--- config.mk ---
export PLATFORM = sky130hd
export DESIGN_NAME = pc_hazard_ctrl
export DESIGN_NICKNAME = d
export VERILOG_FILES = /design/src/rtl/cpu_ctrl_pkg.sv /design/src/rtl/pc_hazard_ctrl_sat_counter.sv /design/src/rtl/pc_hazard_ctrl.sv
export SDC_FILE = /design/constraint.sdc
export NUM_CORES = 1
export LEC_CHECK = 0
export BUFFER_PORTS_ARGS = -buffer_cell sky130_fd_sc_hd__buf_4
export CAP_MARGIN = 10
export CELL_PAD_IN_SITES_DETAIL_PLACEMENT = 1
export CELL_PAD_IN_SITES_GLOBAL_PLACEMENT = 1
export CORE_ASPECT_RATIO = 0.75
export CORE_UTILIZATION = 39
export DETAILED_ROUTE_END_ITERATION = 7
export GPL_ROUTABILITY_DRIVEN = 0
export PLACE_DENSITY = 0.78
export SLEW_MARGIN = 5
export SYNTH_ARGS = -nofsm -noshare
export SYNTH_HDL_FRONTEND = slang
export SYNTH_HIERARCHICAL = 1
export SYNTH_SLANG_ARGS = --single-unit
--- constraint.sdc ---
create_clock -name clk -period 2.5 [get_ports clk]
set_input_delay 0.125 -clock clk [delete_from_list [all_inputs] [get_ports clk]]
set_output_delay 0.125 -clock clk [all_outputs]
set_load 0.05 [all_outputs]
--- src/rtl/cpu_ctrl_pkg.sv ---
// Shared control-path definitions for the 16-bit CPU front end:
// sequencing FSM states and fixed encodings used by the hazard controller.
package cpu_ctrl_pkg;

    typedef enum logic [1:0] {
        ST_RUN      = 2'd0,
        ST_FLUSH    = 2'd1,
        ST_MUL_WAIT = 2'd2
    } pc_state_e;

    localparam logic [15:0] NOP_INSTR = 16'h0000;
    localparam int unsigned REG_ZERO  = 0;

endpackage

--- src/rtl/pc_hazard_ctrl_sat_counter.sv ---
// Saturating up-counter with clear. clr together with inc restarts the
// count at 1, so a fresh run can begin in the same cycle the old one ends.
module sat_counter #(
    parameter int unsigned WIDTH = 3
) (
    input  logic             clk,
    input  logic             reset,
    input  logic             clr,
    input  logic             inc,
    output logic [WIDTH-1:0] count
);

    logic [WIDTH-1:0] count_q;
    logic [WIDTH-1:0] count_d;

    // Next count: clear/restart, else saturating increment.
    always_comb begin
        count_d = count_q;
        if (clr) begin
            count_d = inc ? WIDTH'(1) : '0;
        end else if (inc && (count_q != '1)) begin
            count_d = count_q + WIDTH'(1);
        end
    end

    // Count register, asynchronous active-low reset.
    always_ff @(posedge clk or negedge reset) begin
        if (!reset) begin
            count_q <= '0;
        end else begin
            count_q <= count_d;
        end
    end

    assign count = count_q;

endmodule

--- src/rtl/pc_hazard_ctrl.sv ---
// Pipeline sequencing controller: decides PC/IF-ID advance, hold or flush
// and ID/EX bubble injection for load-use, taken-branch and multi-cycle
// multiply hazards. Optional macro HAZARD_PERF_CNT_EN adds stall_total and
// flush_total performance counters.
module pc_hazard_ctrl
    import cpu_ctrl_pkg::*;
#(
    parameter int unsigned REG_W        = 4,
    parameter int unsigned FLUSH_CYCLES = 2,
    parameter int unsigned MUL_TIMEOUT  = 32
) (
    input  logic             clk,
    input  logic             reset,
    input  logic [REG_W-1:0] id_rs,
    input  logic [REG_W-1:0] id_rt,
    input  logic             ex_mem_read,
    input  logic [REG_W-1:0] ex_rd,
    input  logic             branch_taken,
    input  logic             mul_start,
    input  logic             mul_done,
    output logic             pc_hold,
    output logic             ifid_hold,
    output logic             ifid_flush,
    output logic             idex_bubble,
    output logic [2:0]       consec_stall,
    output logic             mul_err,
    output logic [1:0]       state_o
`ifdef HAZARD_PERF_CNT_EN
    ,
    output logic [15:0]      stall_total,
    output logic [15:0]      flush_total
`endif
);

    localparam logic [2:0] FLUSH_RELOAD = 3'(FLUSH_CYCLES - 1);
    localparam logic [7:0] MUL_LIMIT    = 8'(MUL_TIMEOUT);

    pc_state_e  state_q, state_d;
    logic [2:0] flush_cnt_q, flush_cnt_d;
    logic       mul_err_q, mul_err_d;
    logic [7:0] mul_cnt;
    logic       mul_cnt_clr, mul_cnt_inc;
    logic       branch_event;
    logic       load_use;

    assign load_use = ex_mem_read && (ex_rd != REG_W'(REG_ZERO)) &&
                      ((ex_rd == id_rs) || (ex_rd == id_rt));

    // Next-state and hazard outputs; everything forced low while reset is held.
    always_comb begin
        state_d      = state_q;
        flush_cnt_d  = flush_cnt_q;
        mul_err_d    = mul_err_q;
        pc_hold      = 1'b0;
        ifid_hold    = 1'b0;
        ifid_flush   = 1'b0;
        idex_bubble  = 1'b0;
        branch_event = 1'b0;
        case (state_q)
            ST_RUN: begin
                if (branch_taken) begin
                    ifid_flush   = 1'b1;
                    idex_bubble  = 1'b1;
                    branch_event = 1'b1;
                    if (FLUSH_CYCLES > 1) begin
                        state_d     = ST_FLUSH;
                        flush_cnt_d = FLUSH_RELOAD;
                    end
                end else if (mul_start) begin
                    pc_hold   = 1'b1;
                    ifid_hold = 1'b1;
                    if (!mul_done) begin
                        state_d = ST_MUL_WAIT;
                    end
                end else if (load_use) begin
                    pc_hold     = 1'b1;
                    ifid_hold   = 1'b1;
                    idex_bubble = 1'b1;
                end
            end
            ST_FLUSH: begin
                ifid_flush = 1'b1;
                if (branch_taken) begin
                    branch_event = 1'b1;
                    flush_cnt_d  = FLUSH_RELOAD;
                end else if (flush_cnt_q <= 3'd1) begin
                    flush_cnt_d = '0;
                    state_d     = ST_RUN;
                end else begin
                    flush_cnt_d = flush_cnt_q - 3'd1;
                end
            end
            ST_MUL_WAIT: begin
                if (mul_done) begin
                    state_d = ST_RUN;
                end else begin
                    pc_hold     = 1'b1;
                    ifid_hold   = 1'b1;
                    idex_bubble = 1'b1;
                    if (mul_cnt == MUL_LIMIT) begin
                        mul_err_d = 1'b1;
                        state_d   = ST_RUN;
                    end
                end
            end
            default: begin
                state_d = ST_RUN;
            end
        endcase
        if (!reset) begin
            pc_hold      = 1'b0;
            ifid_hold    = 1'b0;
            ifid_flush   = 1'b0;
            idex_bubble  = 1'b0;
            branch_event = 1'b0;
        end
    end

    // State, flush countdown and sticky error registers.
    always_ff @(posedge clk or negedge reset) begin
        if (!reset) begin
            state_q     <= ST_RUN;
            flush_cnt_q <= '0;
            mul_err_q   <= 1'b0;
        end else begin
            state_q     <= state_d;
            flush_cnt_q <= flush_cnt_d;
            mul_err_q   <= mul_err_d;
        end
    end

    // mul_cnt restarts at 1 on entry to MUL_WAIT and counts each further wait cycle.
    assign mul_cnt_inc = (state_d == ST_MUL_WAIT);
    assign mul_cnt_clr = (state_q != ST_MUL_WAIT) || (state_d != ST_MUL_WAIT);

    sat_counter #(.WIDTH(8)) u_mul_cnt (
        .clk   (clk),
        .reset (reset),
        .clr   (mul_cnt_clr),
        .inc   (mul_cnt_inc),
        .count (mul_cnt)
    );

    sat_counter #(.WIDTH(3)) u_consec_stall (
        .clk   (clk),
        .reset (reset),
        .clr   (!pc_hold),
        .inc   (pc_hold),
        .count (consec_stall)
    );

`ifdef HAZARD_PERF_CNT_EN
    sat_counter #(.WIDTH(16)) u_stall_total (
        .clk   (clk),
        .reset (reset),
        .clr   (1'b0),
        .inc   (pc_hold),
        .count (stall_total)
    );

    sat_counter #(.WIDTH(16)) u_flush_total (
        .clk   (clk),
        .reset (reset),
        .clr   (1'b0),
        .inc   (branch_event),
        .count (flush_total)
    );
`endif

    assign mul_err = mul_err_q;
    assign state_o = state_q;

endmodule

# --- Word level (Yosys, flattened, before mapping) ---
# Index checks and enable logic that the tools add are counted.
word_totals:
  reg_bits: 17
  in_bits: 18
  output_inout_bits: 10
  wordCells: 64
classes:
  add_sub_neg: 3
  n_lt_le_gt_ge: 1
  eq_ne: 12
  n_mux: 30
  n_bitwise: 1
  n_reduce_logical: 12
ops:
  columns: ["operator", "n"]
  rows:
  - ["8-bit 2-to-1 mux", 2]
  - ["3-bit 2-to-1 mux", 5]
  - ["2-bit 2-to-1 mux", 7]
  - ["1-bit 2-to-1 mux", 11]
  - ["8-bit by 1-bit adder with 8-bit output, second input constant", 1]
  - ["4-bit == test", 2]
  - ["8-bit by 6-bit == test with 1-bit output, second input constant", 1]
  - ["2-bit != test, second input constant", 4]
  - ["8-bit != test, second input constant", 1]
  - ["1-bit one-hot mux with 2 select lines", 3]
  - ["2-bit one-hot mux with 3 select lines", 1]
  - ["3-bit one-hot mux with 2 select lines", 1]
  - ["2-bit == test, second input constant", 2]
  - ["1-bit logical AND", 4]
  - ["2-bit nonzero test", 2]
  - ["4-bit nonzero test", 1]
  - ["3-bit by 1-bit adder with 3-bit output, second input constant", 1]
  - ["3-bit by 1-bit less-or-equal comparator with 1-bit output, second input constant", 1]
  - ["3-bit != test, second input constant", 1]
  - ["3-bit AND reduction", 1]
  - ["3-bit by 1-bit subtractor with 3-bit output, second input constant", 1]
  - ["2-bit by 1-bit == test with 1-bit output, second input constant", 1]
  - ["2-bit logical NOT", 1]
  - ["1-bit logical OR", 2]
  - ["other kinds (2)", 2]

# --- Logic depth before layout (Yosys ltp) ---
depth:
  ltp_word: 11
  ltp_mapped: 8
  depth_no_buf: 7

# --- Modules after synthesis ---
# The synthesis kept the hierarchy.
by_module_without_submodules:
  columns: ["module", "n_inst", "cells_per_inst", "area_per_inst_um2", "seq_area_each_um2"]
  rows:
  - ["pc_hazard_ctrl", 1, 61, 514.2, 150.1]
  - ["sat_counter (u_mul_cnt)", 1, 47, 473.0, 200.2]
  - ["sat_counter (u_consec_stall)", 1, 14, 163.9, 75.1]

# --- Worst setup path before layout ---
# OpenSTA, ideal clock, no wires.
synth_timing:
  path_kind: "register -> register"
  start: "register state_q[1], in the netlist state_o[1]"
  end: "register u_consec_stall.count_q[2], in the netlist u_consec_stall/count[2]"
  setup_time_ps: 125
  t_arrival_ps: 2098
  t_required_ps: 2375
  slack_ps: 277
  stages_incl_launch_ff: 8
  path_buffers: 1
  period_less_slack_ps: 2223
  cell_sequence: "dfrtp_1 > buf_2 > inv_1 > o41ai_1 > or2_1 > nand2b_4 > mux2i_1 > nor2_1"
synth_between:
  elab_chain_len: 5
  word_cells_on_any_way: 7
  classes_between: "eq/ne: 2; mux: 3; reduce/logical: 2"
synth_rtl:
  columns: ["element", "line_no", "source"]
  rows:
  - ["start: declaration", "pc_hazard_ctrl.sv:38", "pc_state_e state_q, state_d;"]
  - ["start signal: assignment", "pc_hazard_ctrl.sv:126", "state_q <= state_d;"]
  - ["2-bit == test or 2-bit logical NOT (tied branches)", null, null]
  - ["1-bit one-hot mux with 2 select lines *", null, null]
  - ["1-bit 2-to-1 mux *", null, null]
  - ["via ifid_hold", "pc_hazard_ctrl.sv:22", "output logic ifid_hold,"]
  - ["1-bit logical AND", "pc_hazard_ctrl_sat_counter.sv:21", "end else if (inc && (count_q != '1)) begin"]
  - ["2-bit != test (no source line)", null, null]
  - ["end signal: assignment", "pc_hazard_ctrl_sat_counter.sv:31", "count_q <= count_d;"]
  - ["end: declaration", "pc_hazard_ctrl_sat_counter.sv:13", "logic [WIDTH-1:0] count_q;"]
# Mark *: on every way through the listed nets, which the timed path passes. The rest lies on a longest branch.
# A chain may end at the register's enable or synchronous reset.

# --- Worst setup path in the final report ---
layout_timing:
  start: "register state_q[1], in the netlist state_o[1]"
  end: "register u_mul_cnt.count_q[4], in the netlist u_mul_cnt/count[4]"
layout_between:
  elab_chain_len: 7
  word_cells_on_any_way: 18
  classes_between: "eq/ne: 5; mux: 9; reduce/logical: 4"
layout_rtl:
  columns: ["element", "line_no", "source"]
  rows:
  - ["2-bit 2-to-1 mux", "pc_hazard_ctrl.sv:72", "if (!mul_done) begin"]
  - ["2-bit 2-to-1 mux", "pc_hazard_ctrl.sv:69", "end else if (mul_start) begin"]
  - ["2-bit 2-to-1 mux", "pc_hazard_ctrl.sv:61", "if (branch_taken) begin"]
  - ["2-bit one-hot mux with 3 select lines *", "pc_hazard_ctrl.sv:59", "case (state_q)"]
  - ["2-bit == test *", "pc_hazard_ctrl.sv:133", "assign mul_cnt_inc = (state_d == ST_MUL_WAIT);"]
  - ["via mul_cnt_inc", "pc_hazard_ctrl.sv:42", "logic mul_cnt_clr, mul_cnt_inc;"]
  - ["1-bit logical AND *", "pc_hazard_ctrl_sat_counter.sv:21", null]
  - ["2-bit nonzero test (no source line) *", null, null]
  - ["end signal: assignment", "pc_hazard_ctrl_sat_counter.sv:31", null]
  - ["end: declaration", "pc_hazard_ctrl_sat_counter.sv:13", null]
# Marked as above.

==> impl_metrics.json <==
{
  "crit_path_max_incr_delay_ps": 500,
  "final-setup-viol-count": 0,
  "min_period_ps": 2250,
  "path_max_fanout": 12,
  "grtUsageTotal": 0.203,
  "yosysWarningCount": 6,
  "rrSetupSlack_ps": 250,
  "synth.avg_cell_area_sq_um": 9.44,
  "numCtsBuffers": 3,
  "hpwlAfterDp_microns": 2370,
  "cts-root-buf": "clkbuf_8",
  "arrival_ps": 2370,
  "hold_violations": 0,
  "layout_setup_ws_ps": 247,
  "holdPathEnd": "state_o[1]",
  "first_pass_iters": 4,
  "synth_ff_type": "dfrtp_1",
  "synth_xor_area_frac": 0.0609,
  "start_kind": "register",
  "synthAdderAreaFrac": 0.0543,
  "synth-seq-cells": 17,
  "ir_drop_mv": 0.359,
  "clock-sinks": 17,
  "finClkSkew_ps": 3.12,
  "r2r-end": "u_mul_cnt/count[4]",
  "viasPerCell": 5.55,
  "synthMuxAreaShare": 0.0261,
  "worst_r2r_path_depth": 6,
  "start_util": 0.426,
  "drtIter0Drc": 30,
  "synth_top_family_by_area": "simple AND/OR/NAND/NOR gates",
  "cts_tree": "built",
  "status": "finished, final reports clean",
  "grt_start_max_net_pins": 20,
  "place_ws_ps": 316,
  "pin_count": 28,
  "syn_to_final_growth_pct": 24.2,
  "post_cts_buffers": 0,
  "whs_path_depth": 2,
  "reg2reg_from": "state_o[1]",
  "synth_seq_area_share": 0.370,
  "clock_latency_ps": 250,
  "grt_pass1_vias": 1067,
  "crit_chain": "nor2_1 -> a22oi_1 -> nor3_1 -> and3_1 -> a21oi_1 -> a311oi_1",
  "worst_pin_slew_ps": 607,
  "power_density_mw_per_mm2": 526,
  "num_rows": 16,
  "crit_type": "register to register",
  "ant_nets": 0,
  "cap_violations": 0,
  "clkTransAtPathRegs_ps": 70,
  "synth_edf_count": 0,
  "wl_per_cell_microns": 15.9,
  "hold_class": "input port to register",
  "grt_pass1_wl_microns": 4910,
  "finalPower_uw": 752,
  "vias": 1032,
  "grt_overflow": 0,
  "coreArea_sq_mm": 0.00270,
  "cp-end-kind": "register",
  "die_y_microns": 49.1,
  "cts.htree.levels": 1,
  "antenna_found_initial": 0,
  "synth_cells": 122,
  "drv_slew": 0,
  "fin_tns_setup_ps": 0,
  "hold_start": "mul_done",
  "dieArea_sq_mm": 0.00318,
  "cp.required_ps": 2620,
  "n_antenna_cell": 0,
  "max_freq_ghz": 0.444,
  "relSlewSlack": 0.592,
  "synthSimpleGateAreaFrac": 0.236,
  "slowest_stage": "dfrtp_1",
  "clock_path_buffers": 2,
  "synth_cell_types": 45,
  "p_leak_uw": 0.000641,
  "drive_gt1_frac": 0.253,
  "numPortBuffers": 27,
  "die_width_microns": 64.7,
  "drc_errors": 0,
  "synth_area_sq_mm": 0.00115,
  "finalWirelength_microns": 2960,
  "synth.net_count": 145,
  "async_flop_share": 1.00,
  "finalCritPeriodShare": 0.901,
  "rsz0062_at_grt": "no",
  "layout.nets": 174,
  "synth-compound-area-share": 0.210
}
kinds of logic after synthesis:
| group | count (synthesis) |
|---|---|
| flip-flops | 17 |
| buffers and inverters | 11 |
| XOR/XNOR | 8 |
| multiplexers | 3 |
| AND/OR/NAND/NOR | 46 |
| AO/OA/AOI/OAI | 32 |
| adder cells (fa/ha/maj) | 5 |
synthesized netlist by cell type (all sizes together) (2+ instances only):
library cell,n,area share
o21ai,7,0.030
inv,7,0.023
a21oi,6,0.026
o41ai,2,0.022
nand3,4,0.017
nor3,3,0.013
buf,3,0.017
and3,2,0.011
nand4,4,0.027
xnor2,8,0.061
nor2,7,0.023
ha,5,0.054
or3,2,0.011
dfrtp,17,0.37
mux2i,3,0.026
a211oi,3,0.020
nand2,8,0.026
nand2b,8,0.050
metrics by stage:
step / area [sq um] / util / hold WS, ps / instances
5_1_grt: 1430 / 0.529 / 86.5 / 186
4_1_cts: 1430 / 0.529 / 75.2 / 186
6_report: 1430 / 0.529 / 79.2 / 186
2_1_floorplan: 1150 / - / -171 / 122
3_3_place_gp: 1380 / 0.509 / 10.5 / 181
3_5_place_dp: 1380 / 0.509 / 10.0 / 181
placed cells by master, fill, tap and decap left out, types with 4 or more instances in the layout:
| cell | count |
|---|---|
| dfrtp_1 | 17 |
| nand3_1 | 4 |
| buf_4 | 27 |
| o21ai_0 | 7 |
| nand2_1 | 8 |
| inv_1 | 7 |
| nand2b_1 | 7 |
| nor2_1 | 7 |
| xnor2_1 | 8 |
| a21oi_1 | 6 |
| ha_1 | 5 |
final cells by class:
class | instances | area (sq um)
sequential | 17 | 425
tap | 36 | 45.0
inverter | 7 | 26.3
multi-input combinational | 94 | 676
fill | 328 | 1270
clock buffer | 4 | 45.0
timing repair buffer | 28 | 213
critical path, delay by kind of cell (launching register included):
family	cells	cell delay (ps)
AOI/OAI and AO/OA	3	570
DFF	1	500
and+or+nand+nor	3	1060
how the worst max path moves through the flow:
stage	startpoint	end	slack [ps]	depth (start not counted)
4_1_cts	state_o[1]	u_mul_cnt/count[5]	290	6
3_3_place_gp	u_mul_cnt/count[4]	u_mul_cnt/count[6]	460	7
5_1_grt	state_o[1]	u_mul_cnt/count[4]	80	6
2_1_floorplan	state_o[1]	u_consec_stall/count[2]	280	7
3_5_place_dp	state_o[1]	u_mul_cnt/count[5]	320	6
6_report	state_o[1]	u_mul_cnt/count[4]	250	6
flip-flops by register name (all words and copies together), names as in the netlist:
signal	flops
mul_err	1
flush_cnt_q	3
u_mul_cnt/count	8
u_consec_stall/count	3
state_o	2
routing by layer:
layer  vias to the layer above  part of all wire  wire length, microns  track usage
li1                        503                 -                     -            -
met1                       509              0.44                  1300        0.247
met2                        16              0.53                  1560        0.363
met3                         4             0.025                    74       0.0514
met4                         0            0.0088                    26       0.0333
met5                         -                 0                     0            0
where the power goes:
part | internal [uW] | switching, uW | total, uW
registers | 295 | 28.8 | 324
logic | 95.9 | 128 | 224
clock network | 113 | 90.7 | 204
timing repair:
item | in CTS | in global routing
hold buffers | 1 | 0
endpoints found under the setup margin | 0 | 0
endpoints found under the hold margin | 17 | 0
gates resized for setup | 0 | 0
(Power assumes the default switching activity.)
